[config.mk]
export PLATFORM = sky130hd
export DESIGN_NAME = rv32m_op_sequencer
export DESIGN_NICKNAME = d
export VERILOG_FILES = /design/src/rtl/rv32m_op_sequencer.sv
export SDC_FILE = /design/constraint.sdc
export NUM_CORES = 2
export LEC_CHECK = 0
export BUFFER_PORTS_ARGS = -buffer_cell sky130_fd_sc_hd__buf_2
export CAP_MARGIN = 20
export CORE_MARGIN = 10
export CORE_UTILIZATION = 52
export CTS_CLUSTER_DIAMETER = 150
export DETAILED_ROUTE_END_ITERATION = 8
export GPL_TIMING_DRIVEN = 0
export PLACE_DENSITY = 0.8
export SLEW_MARGIN = 20
export SYNTH_ARGS = -nofsm -noshare
export SYNTH_HDL_FRONTEND = slang
export SYNTH_SLANG_ARGS = --single-unit
[constraint.sdc]
create_clock -name CLK -period 9.1 [get_ports CLK]
set_input_delay 0.455 -clock CLK [delete_from_list [all_inputs] [get_ports CLK]]
set_output_delay 0.455 -clock CLK [all_outputs]
set_load 0.1 [all_outputs]
[src/rtl/rv32m_op_sequencer.sv]
// RV32M sequencing unit: registered multiplier, restoring divider, early divide
// special cases and a one-entry result cache behind the start/busy/out contract.
module rv32m_op_sequencer #(
  parameter int DIV_ITERS  = 32,
  parameter int MUL_STAGES = 1
) (
  input  logic        CLK,
  input  logic        nRST,
  input  logic        rv32m_start,
  input  logic [2:0]  operation,
  input  logic [31:0] rv32m_a,
  input  logic [31:0] rv32m_b,
  output logic        rv32m_busy,
  output logic [31:0] rv32m_out
);

  localparam int CNT_W = $clog2(DIV_ITERS + MUL_STAGES + 1);

  typedef enum logic [1:0] {IDLE, MUL, DIV} state_t;

  state_t             state_reg, state_next;
  logic [CNT_W-1:0]   cnt_reg, cnt_next;
  logic               l_div_reg, l_div_next;
  logic               l_sa_reg, l_sa_next;
  logic               l_sb_reg, l_sb_next;
  logic [31:0]        l_a_reg, l_a_next;
  logic [31:0]        l_b_reg, l_b_next;
  logic [31:0]        dvd_reg, dvd_next;
  logic [31:0]        rem_reg, rem_next;

  // Cache entry: hi holds prod[63:32] or remainder, lo holds prod[31:0] or quotient
  logic               c_valid_reg, c_div_reg, c_sa_reg, c_sb_reg;
  logic [31:0]        c_a_reg, c_b_reg, c_hi_reg, c_lo_reg;
  logic               cache_we;
  logic [31:0]        wr_hi, wr_lo;

  logic               req_div, req_sa, req_sb, hit, same_req, sel_hi;
  logic [31:0]        a_abs, b_abs, rem_step, dvd_step, q_fix, r_fix;
  logic [32:0]        rem_sh;
  logic               ge;
  logic [63:0]        mul_prod, mul_tap;

  assign req_div = operation[2];
  assign req_sa  = req_div ? ~operation[0] : (operation == 3'd1 || operation == 3'd2);
  assign req_sb  = req_div ? ~operation[0] : (operation == 3'd1);

  // Low product bits do not depend on signedness, so plain MUL matches any MUL entry
  assign hit = rv32m_start & c_valid_reg & (c_div_reg == req_div) &
               (rv32m_a == c_a_reg) & (rv32m_b == c_b_reg) &
               (((req_sa == c_sa_reg) & (req_sb == c_sb_reg)) | (operation == 3'd0));

  assign same_req = (l_div_reg == req_div) & (l_sa_reg == req_sa) & (l_sb_reg == req_sb) &
                    (l_a_reg == rv32m_a) & (l_b_reg == rv32m_b);

  assign sel_hi     = (operation inside {3'd1, 3'd2, 3'd3, 3'd6, 3'd7});
  assign rv32m_busy = rv32m_start & ~hit;
  assign rv32m_out  = hit ? (sel_hi ? c_hi_reg : c_lo_reg) : 32'd0;

  // Low 64 bits of the 64x64 product of extended operands equal the 33x33 product
  assign mul_prod = {{32{l_sa_reg & l_a_reg[31]}}, l_a_reg} *
                    {{32{l_sb_reg & l_b_reg[31]}}, l_b_reg};

  generate
    if (MUL_STAGES > 1) begin : g_pipe
      logic [63:0] pipe_reg [MUL_STAGES-1];
      always_ff @(posedge CLK or negedge nRST) begin
        if (!nRST) begin
          for (int i = 0; i < MUL_STAGES - 1; i++) pipe_reg[i] <= '0;
        end else begin
          pipe_reg[0] <= mul_prod;
          for (int i = 1; i < MUL_STAGES - 1; i++) pipe_reg[i] <= pipe_reg[i-1];
        end
      end
      assign mul_tap = pipe_reg[MUL_STAGES-2];
    end else begin : g_nopipe
      assign mul_tap = mul_prod;
    end
  endgenerate

  assign a_abs    = (req_sa & rv32m_a[31]) ? -rv32m_a : rv32m_a;
  assign b_abs    = (l_sb_reg & l_b_reg[31]) ? -l_b_reg : l_b_reg;
  assign rem_sh   = {rem_reg, dvd_reg[31]};
  assign ge       = rem_sh >= {1'b0, b_abs};
  assign rem_step = ge ? (rem_sh[31:0] - b_abs) : rem_sh[31:0];
  assign dvd_step = {dvd_reg[30:0], ge};
  assign q_fix    = (l_sa_reg & (l_a_reg[31] ^ l_b_reg[31])) ? -dvd_step : dvd_step;
  assign r_fix    = (l_sa_reg & l_a_reg[31]) ? -rem_step : rem_step;

  always_comb begin
    state_next = state_reg;
    cnt_next   = cnt_reg;
    l_div_next = l_div_reg;
    l_sa_next  = l_sa_reg;
    l_sb_next  = l_sb_reg;
    l_a_next   = l_a_reg;
    l_b_next   = l_b_reg;
    dvd_next   = dvd_reg;
    rem_next   = rem_reg;
    cache_we   = 1'b0;
    wr_hi      = 32'd0;
    wr_lo      = 32'd0;
    case (state_reg)
      IDLE: begin
        if (rv32m_start && !hit) begin
          l_div_next = req_div;
          l_sa_next  = req_sa;
          l_sb_next  = req_sb;
          l_a_next   = rv32m_a;
          l_b_next   = rv32m_b;
          if (!req_div) begin
            state_next = MUL;
            cnt_next   = CNT_W'(MUL_STAGES);
          end else if (rv32m_b == 32'd0) begin
            cache_we = 1'b1;
            wr_hi    = rv32m_a;
            wr_lo    = 32'hFFFF_FFFF;
          end else if (req_sa && rv32m_a == 32'h8000_0000 && rv32m_b == 32'hFFFF_FFFF) begin
            cache_we = 1'b1;
            wr_hi    = 32'd0;
            wr_lo    = rv32m_a;
          end else begin
            state_next = DIV;
            cnt_next   = CNT_W'(DIV_ITERS);
            dvd_next   = a_abs;
            rem_next   = 32'd0;
          end
        end
      end
      MUL: begin
        if (!rv32m_start || !same_req) begin
          state_next = IDLE;
        end else begin
          cnt_next = cnt_reg - 1'b1;
          if (cnt_reg == CNT_W'(1)) begin
            cache_we   = 1'b1;
            wr_hi      = mul_tap[63:32];
            wr_lo      = mul_tap[31:0];
            state_next = IDLE;
          end
        end
      end
      DIV: begin
        if (!rv32m_start || !same_req) begin
          state_next = IDLE;
        end else begin
          cnt_next = cnt_reg - 1'b1;
          dvd_next = dvd_step;
          rem_next = rem_step;
          if (cnt_reg == CNT_W'(1)) begin
            cache_we   = 1'b1;
            wr_hi      = r_fix;
            wr_lo      = q_fix;
            state_next = IDLE;
          end
        end
      end
      default: state_next = IDLE;
    endcase
  end

  always_ff @(posedge CLK or negedge nRST) begin
    if (!nRST) begin
      state_reg   <= IDLE;
      cnt_reg     <= '0;
      l_div_reg   <= 1'b0;
      l_sa_reg    <= 1'b0;
      l_sb_reg    <= 1'b0;
      l_a_reg     <= 32'd0;
      l_b_reg     <= 32'd0;
      dvd_reg     <= 32'd0;
      rem_reg     <= 32'd0;
      c_valid_reg <= 1'b0;
      c_div_reg   <= 1'b0;
      c_sa_reg    <= 1'b0;
      c_sb_reg    <= 1'b0;
      c_a_reg     <= 32'd0;
      c_b_reg     <= 32'd0;
      c_hi_reg    <= 32'd0;
      c_lo_reg    <= 32'd0;
    end else begin
      state_reg <= state_next;
      cnt_reg   <= cnt_next;
      l_div_reg <= l_div_next;
      l_sa_reg  <= l_sa_next;
      l_sb_reg  <= l_sb_next;
      l_a_reg   <= l_a_next;
      l_b_reg   <= l_b_next;
      dvd_reg   <= dvd_next;
      rem_reg   <= rem_next;
      // Writes only happen while the live request matches, so tag it from the inputs
      if (cache_we) begin
        c_valid_reg <= 1'b1;
        c_div_reg   <= req_div;
        c_sa_reg    <= req_sa;
        c_sb_reg    <= req_sb;
        c_a_reg     <= rv32m_a;
        c_b_reg     <= rv32m_b;
        c_hi_reg    <= wr_hi;
        c_lo_reg    <= wr_lo;
      end
    end
  end

endmodule

==> impl_metrics.xml <==
<?xml version="1.0" encoding="UTF-8"?>
<metrics>
  <group name="logic_synthesis">
    <metric name="ys_types" unit="">91</metric>
    <metric name="synth_nets" unit="">8183</metric>
    <metric name="synth-seq-cells" unit="">271</metric>
    <metric name="ys_dominant_reg_cell" unit="">dfrtp_1</metric>
    <metric name="synth_top_family_by_area" unit="">adder cells</metric>
    <metric name="basic_gate_share_of_the_synthesized_area_counting_and_or_nand_and_nor_cells" unit="%">18.1</metric>
    <metric name="synth_area_leaders" unit="">fa_1 39%, dfrtp_1 12%, nand2_1 8.5%</metric>
    <metric name="synth_xor_xnor_area_share" unit="%">4.72</metric>
    <metric name="yosys.area.top_type" unit="">fa_1</metric>
    <metric name="synth_async_sr_flop_share" unit="%">100</metric>
    <metric name="mean_cell_area_of_the_mapped_netlist" unit="sq um">8.49</metric>
    <metric name="yosysMostFrequentCell" unit="">nand2_1</metric>
    <metric name="area_fraction_in_compound_gates_after_synthesis" unit="%">9.01</metric>
    <metric name="mappedNetlistArea" unit="sq mm">0.0571</metric>
    <metric name="post_synth_inst_count" unit="">6732</metric>
    <metric name="synthDominantCellAreaShare" unit="%">39.5</metric>
    <metric name="synthTopCellsByCount" unit="">1290 x nand2_1, 1174 x inv_1, 1126 x fa_1</metric>
    <metric name="post_synth_fa_ha_maj_area_fraction" unit="%">45.0</metric>
    <metric name="synth-seq-area-share" unit="%">11.9</metric>
    <metric name="synth_edf_count" unit="">0</metric>
    <metric name="synth.yosys.warnings" unit="">0</metric>
    <metric name="synth.mux.area_fraction" unit="%">0.375</metric>
  </group>
  <group name="sta">
    <metric name="timing_max_transition_violations_final" unit="">0</metric>
    <metric name="worst-slew-pin-transition" unit="ps">1150</metric>
    <metric name="slew_headroom" unit="%">23.6</metric>
    <metric name="hold_violations" unit="">0</metric>
    <metric name="clock_skew" unit="ps">22.0</metric>
    <metric name="max_freq" unit="MHz">109</metric>
    <metric name="hold-worst-slack" unit="ps">217</metric>
    <metric name="grt_setup_unrepaired" unit="">yes</metric>
    <metric name="fin_crit_sh" unit="%">100</metric>
    <metric name="finalSetupViolations" unit="">2</metric>
    <metric name="setup_tns" unit="ps">-51.9</metric>
    <metric name="fin_crit" unit="ps">9130</metric>
    <metric name="final_critical_path_setup_slack" unit="ps">-34.0</metric>
  </group>
  <group name="grt">
    <metric name="grt_first_pass_wirelength" unit="um">351000</metric>
    <metric name="antenna_found_initial" unit="">41</metric>
    <metric name="grt_max_degree" unit="">85</metric>
    <metric name="track_usage" unit="%">39.2</metric>
    <metric name="number_of_global_route_vias_before_repair" unit="">52000</metric>
    <metric name="gr-total-overflow" unit="">0</metric>
  </group>
  <group name="layout">
    <metric name="finalNetCount" unit="">8275</metric>
    <metric name="multi_input_comb_area" unit="sq mm">0.0447</metric>
    <metric name="syn_to_final_growth" unit="%">8.51</metric>
    <metric name="seq_area" unit="sq mm">0.00686</metric>
    <metric name="layout-drive-gt1-share" unit="%">8.04</metric>
    <metric name="filler_cell_count" unit="">9891</metric>
    <metric name="post_layout_instance_area" unit="sq mm">0.0620</metric>
    <metric name="finish.utilization" unit="%">56.9</metric>
  </group>
  <group name="setup_path">
    <metric name="cp.buffers_inverters" unit="">10</metric>
    <metric name="timing.critical_path.slowest_cell_delay" unit="ps">550</metric>
    <metric name="worstSetupStartpointType" unit="">flip-flop</metric>
    <metric name="crit_path_frequent_cell" unit="">fa_1</metric>
    <metric name="reg2reg_slack" unit="ps">-30</metric>
    <metric name="rr_worst_depth" unit="">32</metric>
    <metric name="worst_ep_arrival_time" unit="ps">9600</metric>
    <metric name="worstPathMaxFanout" unit="">11</metric>
    <metric name="slowest_stage" unit="">fa_1</metric>
    <metric name="worst-endpoint-required" unit="ps">9560</metric>
    <metric name="critical_path_depth" unit="">32</metric>
    <metric name="cp_top_delay_family" unit="">adder cells</metric>
    <metric name="critPathCaptureType" unit="">flip-flop</metric>
    <metric name="timing_worst_setup_path_type" unit="">flip-flop to flip-flop</metric>
  </group>
  <group name="place">
    <metric name="finalWeightedCongestion" unit="">1.08</metric>
    <metric name="port-buffer-count" unit="">54</metric>
    <metric name="dpl.hpwl" unit="um">196000</metric>
    <metric name="placement.cell_area" unit="sq mm">0.0593</metric>
  </group>
  <group name="cts">
    <metric name="clock-root-buffer" unit="">clkbuf_16</metric>
    <metric name="cts-htree-levels" unit="">1</metric>
    <metric name="number_of_buffers_created_by_cts" unit="">31</metric>
    <metric name="tritoncts" unit="">done</metric>
    <metric name="clockBufferDepth" unit="">3</metric>
    <metric name="clock_insertion_delay_worst_skew" unit="ps">610</metric>
    <metric name="clock_sink_count" unit="">271</metric>
    <metric name="path_clk_slew" unit="ps">70</metric>
  </group>
  <group name="die">
    <metric name="floorplan.die.width" unit="um">351</metric>
    <metric name="placementRows" unit="">121</metric>
    <metric name="design.core.area" unit="sq mm">0.109</metric>
    <metric name="starting_utilization_of_the_core_area" unit="%">52.4</metric>
    <metric name="design.portCount" unit="">103</metric>
    <metric name="die_footprint" unit="sq mm">0.124</metric>
    <metric name="floorplan_die_height" unit="um">351</metric>
  </group>
  <group name="detailed_routing">
    <metric name="remaining_drc_errors" unit="">15</metric>
    <metric name="final_antenna_net_count" unit="">0</metric>
    <metric name="dr.first_iter.drc_count" unit="">6943</metric>
    <metric name="drt-total-wl" unit="um">241000</metric>
    <metric name="vias_per_cell" unit="">6.19</metric>
    <metric name="routed-via-count" unit="">51500</metric>
    <metric name="drt_first_pass_iters" unit="">9</metric>
    <metric name="routed_wire_length_per_instance" unit="um">29.1</metric>
  </group>
  <group name="job">
    <metric name="drv_cap" unit="">0</metric>
  </group>
  <group name="hold_path">
    <metric name="hold_depth" unit="">3</metric>
    <metric name="min_path_type" unit="">input port to flip-flop</metric>
  </group>
  <group name="status">
    <metric name="outcome" unit="">complete, but fails checks</metric>
    <metric name="failed_checks" unit="">DRC, setup timing</metric>
  </group>
</metrics>
## metrics by stage
stage / std cells / setup WS, ps
2_1_floorplan: 6732 / 327
5_1_grt: 8266 / -139
3_5_place_dp: 8207 / -2860
3_3_place_gp: 8200 / -3480
4_1_cts: 8252 / -0.317
6_report: 8308 / -34.0
## cell families after synthesis
group,count (synthesis)
AOI/OAI and AO/OA,846
xor gates and xnor gates,308
adders and majority gates,1381
buffers and inverters,1633
DFF,271
muxes,21
and+or+nand+nor,2272
## cell usage in the layout, fill, tap and decap left out, drive strengths merged, types with 50 or more instances in the layout
| cell | instances |
|---|---|
| buf | 205 |
| fa | 1126 |
| ha | 255 |
| o21ai | 249 |
| a31oi | 50 |
| xor2 | 115 |
| nand3 | 60 |
| a21oi | 282 |
| xnor2 | 193 |
| inv | 1171 |
| and2 | 360 |
| nor2 | 257 |
| clkbuf | 353 |
| dfrtp | 271 |
| nand2 | 1291 |
## worst reg2reg max path, delay by kind of cell, from the launching register on
kind | cells | cell delay (ps)
AOI/OAI and AO/OA | 8 | 1750
xor gates and xnor gates | 1 | 350
adders and majority gates | 9 | 4250
buffers and inverters | 10 | 1340
DFF | 1 | 480
and+or+nand+nor | 4 | 820
## timing repair
| action | 4_1_cts | 5_1_grt |
|---|---|---|
| endpoints found under the setup margin | 39 | 29 |
| resized for setup | 338 | 276 |
| buffers inserted | 22 | 28 |
| pin swaps | 17 | 18 |
| hold endpoints to repair | 36 | 0 |
| hold buffers | 1 | 0 |
## layer usage
layer  GRT usage, %  vias up  share of wire [%]
met1           48.7    25600                 35
met3           14.8     1014                 15
li1               -    20800                  -
met4           26.1       26                8.8
met2           56.5     3995                 41
met5              0        -               0.13
## path summary, 6_finish.rpt
| kind | startpoint | to |
|---|---|---|
| setup / recovery | l_b_reg[24]$_DFFE_PN0P_ | c_hi_reg[13]$_DFFE_PN0P_ |
| hold / removal | rv32m_b[8] | c_b_reg[8]$_DFFE_PN0P_ |
| min in group asynchronous | nRST | dvd_reg[17]$_DFFE_PN0P_ |
| max in group asynchronous | nRST | l_b_reg[13]$_DFFE_PN0P_ |
| hold reg to reg | c_valid_reg$_DFFE_PN0P_ | c_valid_reg$_DFFE_PN0P_ |
| setup reg to reg | l_b_reg[24]$_DFFE_PN0P_ | c_hi_reg[13]$_DFFE_PN0P_ |
## layout make-up
| class | instances | share of cell area [%] |
|---|---|---|
| Clock inverter | 14 | 0.327 |
| Buffer | 404 | 3.58 |
| Antenna cell | 45 | 0.182 |
| Timing Repair Buffer | 112 | 1.32 |
| Clock buffer | 44 | 1.41 |
| Tap cell | 1414 | 2.85 |
| Inverter | 1176 | 7.16 |
| Sequential cell | 271 | 11.1 |
| Multi-Input combinational cell | 4828 | 72.1 |
Power is left out: the tool's default activity adds up to more than one toggle a clock period on the data nets, which glitch-free logic cannot reach.
